[config.mk]
export PLATFORM = sky130hd
export DESIGN_NAME = mem_port_arbiter
export DESIGN_NICKNAME = d
export VERILOG_FILES = /design/src/rtl/mem_arb_pkg.sv /design/src/rtl/mem_arb_pick.sv /design/src/rtl/mem_port_arbiter.sv
export SDC_FILE = /design/constraint.sdc
export NUM_CORES = 1
export LEC_CHECK = 0
export ABC_CLOCK_PERIOD_IN_PS = 2930
export BUFFER_PORTS_ARGS = -buffer_cell sky130_fd_sc_hd__clkbuf_2
export CAP_MARGIN = 15
export CORE_MARGIN = 10
export CORE_UTILIZATION = 49
export DETAILED_ROUTE_END_ITERATION = 6
export GPL_TIMING_DRIVEN = 0
export PLACE_DENSITY = 0.85
export SLEW_MARGIN = 20
export SYNTH_ARGS = -nofsm -noshare
export SYNTH_HDL_FRONTEND = slang
export SYNTH_HIERARCHICAL = 1
export SYNTH_SLANG_ARGS = --single-unit
[constraint.sdc]
create_clock -name clk -period 2.93 [get_ports clk]
set_input_delay 0.1465 -clock clk [delete_from_list [all_inputs] [get_ports clk]]
set_output_delay 0.1465 -clock clk [all_outputs]
set_load 0.005 [all_outputs]
[src/rtl/mem_arb_pkg.sv]
// Shared types and default widths for the two-port memory arbiter.
package mem_arb_pkg;

  localparam int unsigned ADDR_W_DEF = 32;
  localparam int unsigned DATA_W_DEF = 32;

  typedef enum logic [1:0] {
    IDLE  = 2'd0,
    ISSUE = 2'd1,
    RESP  = 2'd2
  } state_t;

  typedef enum logic {
    REQ_FETCH = 1'b0,
    REQ_DATA  = 1'b1
  } req_id_t;

endpackage

[src/rtl/mem_arb_pick.sv]
// Combinational winner select between fetch and data requesters.
// ARB_ROUND_ROBIN_EN: on conflict the requester not served last wins;
// otherwise data always wins and last_served is ignored.
module mem_arb_pick
  import mem_arb_pkg::*;
(
  input  logic    f_req,
  input  logic    d_req,
  input  req_id_t last_served,
  output req_id_t winner
);

`ifndef ARB_ROUND_ROBIN_EN
  logic unused_last_served;
  assign unused_last_served = last_served;
`endif

  // Pick the winner; with a single requester that requester wins.
  always_comb begin
    winner = REQ_DATA;
    if (f_req && d_req) begin
`ifdef ARB_ROUND_ROBIN_EN
      winner = (last_served == REQ_DATA) ? REQ_FETCH : REQ_DATA;
`else
      winner = REQ_DATA;
`endif
    end else if (f_req) begin
      winner = REQ_FETCH;
    end
  end

endmodule

[src/rtl/mem_port_arbiter.sv]
// Two-requester (fetch / load-store) single-port memory arbiter.
// Fixed 3-cycle access: IDLE grant -> ISSUE strobe -> RESP capture + ack.
// Optional macro ARB_ROUND_ROBIN_EN enables round-robin on conflict.
module mem_port_arbiter
  import mem_arb_pkg::*;
#(
  parameter int unsigned ADDR_W = ADDR_W_DEF,
  parameter int unsigned DATA_W = DATA_W_DEF
) (
  input  logic              clk,
  input  logic              reset,
  input  logic              f_req,
  input  logic [ADDR_W-1:0] f_addr,
  output logic              f_ack,
  output logic [DATA_W-1:0] f_rdata,
  input  logic              d_req,
  input  logic              d_we,
  input  logic [ADDR_W-1:0] d_addr,
  input  logic [DATA_W-1:0] d_wdata,
  output logic              d_ack,
  output logic [DATA_W-1:0] d_rdata,
  output logic              mem_en,
  output logic              mem_we,
  output logic [ADDR_W-1:0] mem_addr,
  output logic [DATA_W-1:0] mem_wdata,
  input  logic [DATA_W-1:0] mem_rdata,
  output logic              busy
);

  state_t            state_q, state_n;
  req_id_t           owner_q, owner_n;
  logic              op_we_q, op_we_n;
  req_id_t           last_served;
  req_id_t           winner;

  logic              f_ack_n, d_ack_n, mem_en_n, mem_we_n, busy_n;
  logic [ADDR_W-1:0] mem_addr_n;
  logic [DATA_W-1:0] mem_wdata_n, f_rdata_n, d_rdata_n;

`ifdef ARB_ROUND_ROBIN_EN
  req_id_t last_q, last_n;
  assign last_served = last_q;
`else
  assign last_served = REQ_FETCH;
`endif

  mem_arb_pick u_pick (
    .f_req       (f_req),
    .d_req       (d_req),
    .last_served (last_served),
    .winner      (winner)
  );

  // Next-state and next-output logic.
  always_comb begin
    state_n     = state_q;
    owner_n     = owner_q;
    op_we_n     = op_we_q;
    f_ack_n     = 1'b0;
    d_ack_n     = 1'b0;
    mem_en_n    = 1'b0;
    mem_we_n    = 1'b0;
    mem_addr_n  = mem_addr;
    mem_wdata_n = mem_wdata;
    f_rdata_n   = f_rdata;
    d_rdata_n   = d_rdata;
`ifdef ARB_ROUND_ROBIN_EN
    last_n      = last_q;
`endif
    case (state_q)
      IDLE: begin
        if (f_req || d_req) begin
          state_n  = ISSUE;
          owner_n  = winner;
          mem_en_n = 1'b1;
`ifdef ARB_ROUND_ROBIN_EN
          last_n   = winner;
`endif
          if (winner == REQ_DATA) begin
            op_we_n     = d_we;
            mem_we_n    = d_we;
            mem_addr_n  = d_addr;
            mem_wdata_n = d_wdata;
          end else begin
            op_we_n     = 1'b0;
            mem_we_n    = 1'b0;
            mem_addr_n  = f_addr;
            mem_wdata_n = '0;
          end
        end
      end
      ISSUE: begin
        state_n = RESP;
      end
      RESP: begin
        state_n = IDLE;
        if (owner_q == REQ_DATA) begin
          d_ack_n = 1'b1;
          if (!op_we_q) begin
            d_rdata_n = mem_rdata;
          end
        end else begin
          f_ack_n   = 1'b1;
          f_rdata_n = mem_rdata;
        end
      end
      default: begin
        state_n = IDLE;
      end
    endcase
    busy_n = (state_n != IDLE);
  end

  // State and registered outputs; reset aborts any access in flight.
  always_ff @(posedge clk) begin
    if (reset) begin
      state_q   <= IDLE;
      owner_q   <= REQ_FETCH;
      op_we_q   <= 1'b0;
      f_ack     <= 1'b0;
      d_ack     <= 1'b0;
      mem_en    <= 1'b0;
      mem_we    <= 1'b0;
      mem_addr  <= '0;
      mem_wdata <= '0;
      f_rdata   <= '0;
      d_rdata   <= '0;
      busy      <= 1'b0;
`ifdef ARB_ROUND_ROBIN_EN
      last_q    <= REQ_FETCH;
`endif
    end else begin
      state_q   <= state_n;
      owner_q   <= owner_n;
      op_we_q   <= op_we_n;
      f_ack     <= f_ack_n;
      d_ack     <= d_ack_n;
      mem_en    <= mem_en_n;
      mem_we    <= mem_we_n;
      mem_addr  <= mem_addr_n;
      mem_wdata <= mem_wdata_n;
      f_rdata   <= f_rdata_n;
      d_rdata   <= d_rdata_n;
      busy      <= busy_n;
`ifdef ARB_ROUND_ROBIN_EN
      last_q    <= last_n;
`endif
    end
  end

endmodule
==> out/qor.yml <==
detailed_routing:
  drt_wl_total_mm: 23.3
  drt_iter0_drc: 555
  drtPass1Iterations: 5
  vias: 6351
  wl_per_cell_um: 20.7
  via_per_inst: 5.64
  drc_errors: 0
  antenna_left: 0
sta:
  drv_slew: 0
  min_period_over_period_pct: 56.6
  fin_crit_ns: 1.66
  slew_headroom_pct: 61.7
  finalSetupTns_ns: 0
  fmax_mhz: 603
  hold_viol: 0
  fin_hold_ws_ns: 0.0243
  rsz0062_at_grt: "false"
  skew_ns: 0.0122
  tightest_slew_ns: 0.574
  setup_viol: 0
run_status:
  outcome: "finished, final reports clean"
clock_tree:
  clock_sink_count: 137
  numCtsBuffers: 17
  h-tree-depth: 4
  cts.reportedPaths.clkPinSlew_ns: 0.07
  cts_tree: "built"
  post_cts_buffers: 0
  postCtsResizedCells: 0
  clock_latency_ns: 0.51
  clk_path_buf_depth: 2
  root_buffer: "clkbuf_8"
yosys:
  synth_area_mm2: 0.00528
  syn_nets: 705
  netlist_instances: 572
  yosys_warnings: 6
  avgSynthCellArea_um2: 9.23
global_route:
  grt_pass1_vias: 6532
  antenna_found_initial: 1
  grt_max_degree: 17
  grt_overflow: 0
  grt_pass1_wl_mm: 35.6
  track_usage_pct: 29.3
floorplan:
  die_area_mm2: 0.0153
  fp-row-count: 37
  initial_utilization_pct: 50.7
  io-pin-count: 266
  chipHeight_um: 124
  core_mm2: 0.0104
  die_w_um: 124
cells_and_area:
  final_nets: 1110
  layout-drive-gt1-share_pct: 33.0
  fin_area_mm2: 0.00856
  area_growth_pct: 62.2
  stdcell_count: 1127
placement:
  hpwl_mm: 14.0
  io_buffers: 264
  placedInstanceArea_mm2: 0.00677
  gp_congestion: 0.839
  place_inst: 972
pwr:
  power.leakage_nw: 3.88
  p_per_area_mw_per_mm2: 576
  vdd_drop_max_v: 0.000338
worst_setup_path:
  reg2reg_from: "state_q[0]$_SDFF_PP0_"
  start_kind: "flop"
  reg2reg_to: "mem_wdata[6]$_SDFFE_PP0P_"
  end_kind: "flop"
  cp_max_fo: 10
  r2r_cells: 5
  rrSetupSlack_ns: 1.27
  worstPathRequired_ns: 3.36
  crit_arrival_ns: 2.09
  path_class: "flop to flop"
hold_path:
  min_path_cells: 3
  whs_endpoint: "mem_addr[4]$_SDFFE_PP0P_"
  hold_class: "input pin to flop"
  min-delay-start: "d_addr[4]"
job:
  maxCapViolCount: 0
## per-stage QoR
stage / setup WS [ns] / utilization [%] / power, mW
floorplan: 1.70 / - / 2.39
global placement: 1.47 / 65.0 / 2.69
detailed placement: 1.43 / 65.0 / 2.70
CTS: 1.41 / 82.2 / 4.87
global route: 1.15 / 82.2 / 5.08
finish: 1.27 / 82.2 / 4.93
## state kept, by name, summed over array words and instances (netlist names), 2 cells and up
name       flops
d_rdata       32
f_rdata       32
mem_addr      32
mem_wdata     32
state_q        2
## report_power, final
group          switching (mW)  internal (mW)
clock network           0.842           1.22
registers              0.0703           1.98
logic                   0.427          0.402
total                    1.34           3.59
## layer usage
layer,global-route usage [%],share of wire [%]
met3,10.2,12
met5,0,0
met4,13.5,4.0
met2,50.8,49
met1,31.6,35
## cell type report
type | count | area (µm²)
flip-flops and latches | 137 | 2740
repair buffers | 386 | 2540
multi-input cells | 376 | 2230
fillers | 604 | 1850
clock buffers | 18 | 418
plain buffers | 59 | 304
well taps | 136 | 170
clock inverters | 13 | 146
diodes | 2 | 5.00
## worst max-delay path by stage
| stage | from | end | slack (ns) | cells past startpoint |
|---|---|---|---|---|
| floorplan | state_q[1]$_SDFF_PP0_ | f_rdata[11]$_SDFFE_PP0P_ | 1.70 | 5 |
| global placement | state_q[0]$_SDFF_PP0_ | mem_wdata[6]$_SDFFE_PP0P_ | 1.47 | 5 |
| detailed placement | state_q[0]$_SDFF_PP0_ | mem_wdata[6]$_SDFFE_PP0P_ | 1.43 | 5 |
| CTS | state_q[0]$_SDFF_PP0_ | mem_wdata[6]$_SDFFE_PP0P_ | 1.41 | 5 |
| global route | state_q[0]$_SDFF_PP0_ | mem_addr[5]$_SDFFE_PP0P_ | 1.15 | 4 |
| finish | state_q[0]$_SDFF_PP0_ | mem_wdata[6]$_SDFFE_PP0P_ | 1.27 | 5 |
## layout by cell type (no fill, tap or decap), drive strengths merged, types with 2 or more instances in the layout
cell type,instances
clkbuf,313
dfxtp,137
dlygate4sd3,122
a21oi,98
nand2,66
mux2i,64
nor2,37
o21ai,34
a211oi,32
nand4,32
buf,28
clkinvlp,4
inv,4
clkinv,3
diode,2
nor3b,2
and4bb,2
bufinv,2
or2,2
## critical path, cell delays in order (launching register included)
cell,delay [ns]
dfxtp_1,0.36
nor2_1,0.26
buf_2,0.30
buf_2,0.26
nand4_1,0.17
a21oi_1,0.23
## timing repair
action,4_1_cts,5_1_grt
endpoints found under the setup margin,0,0
hold buffers,122,0
hold endpoints to repair,127,0
Power figures use the tool's default switching activity.
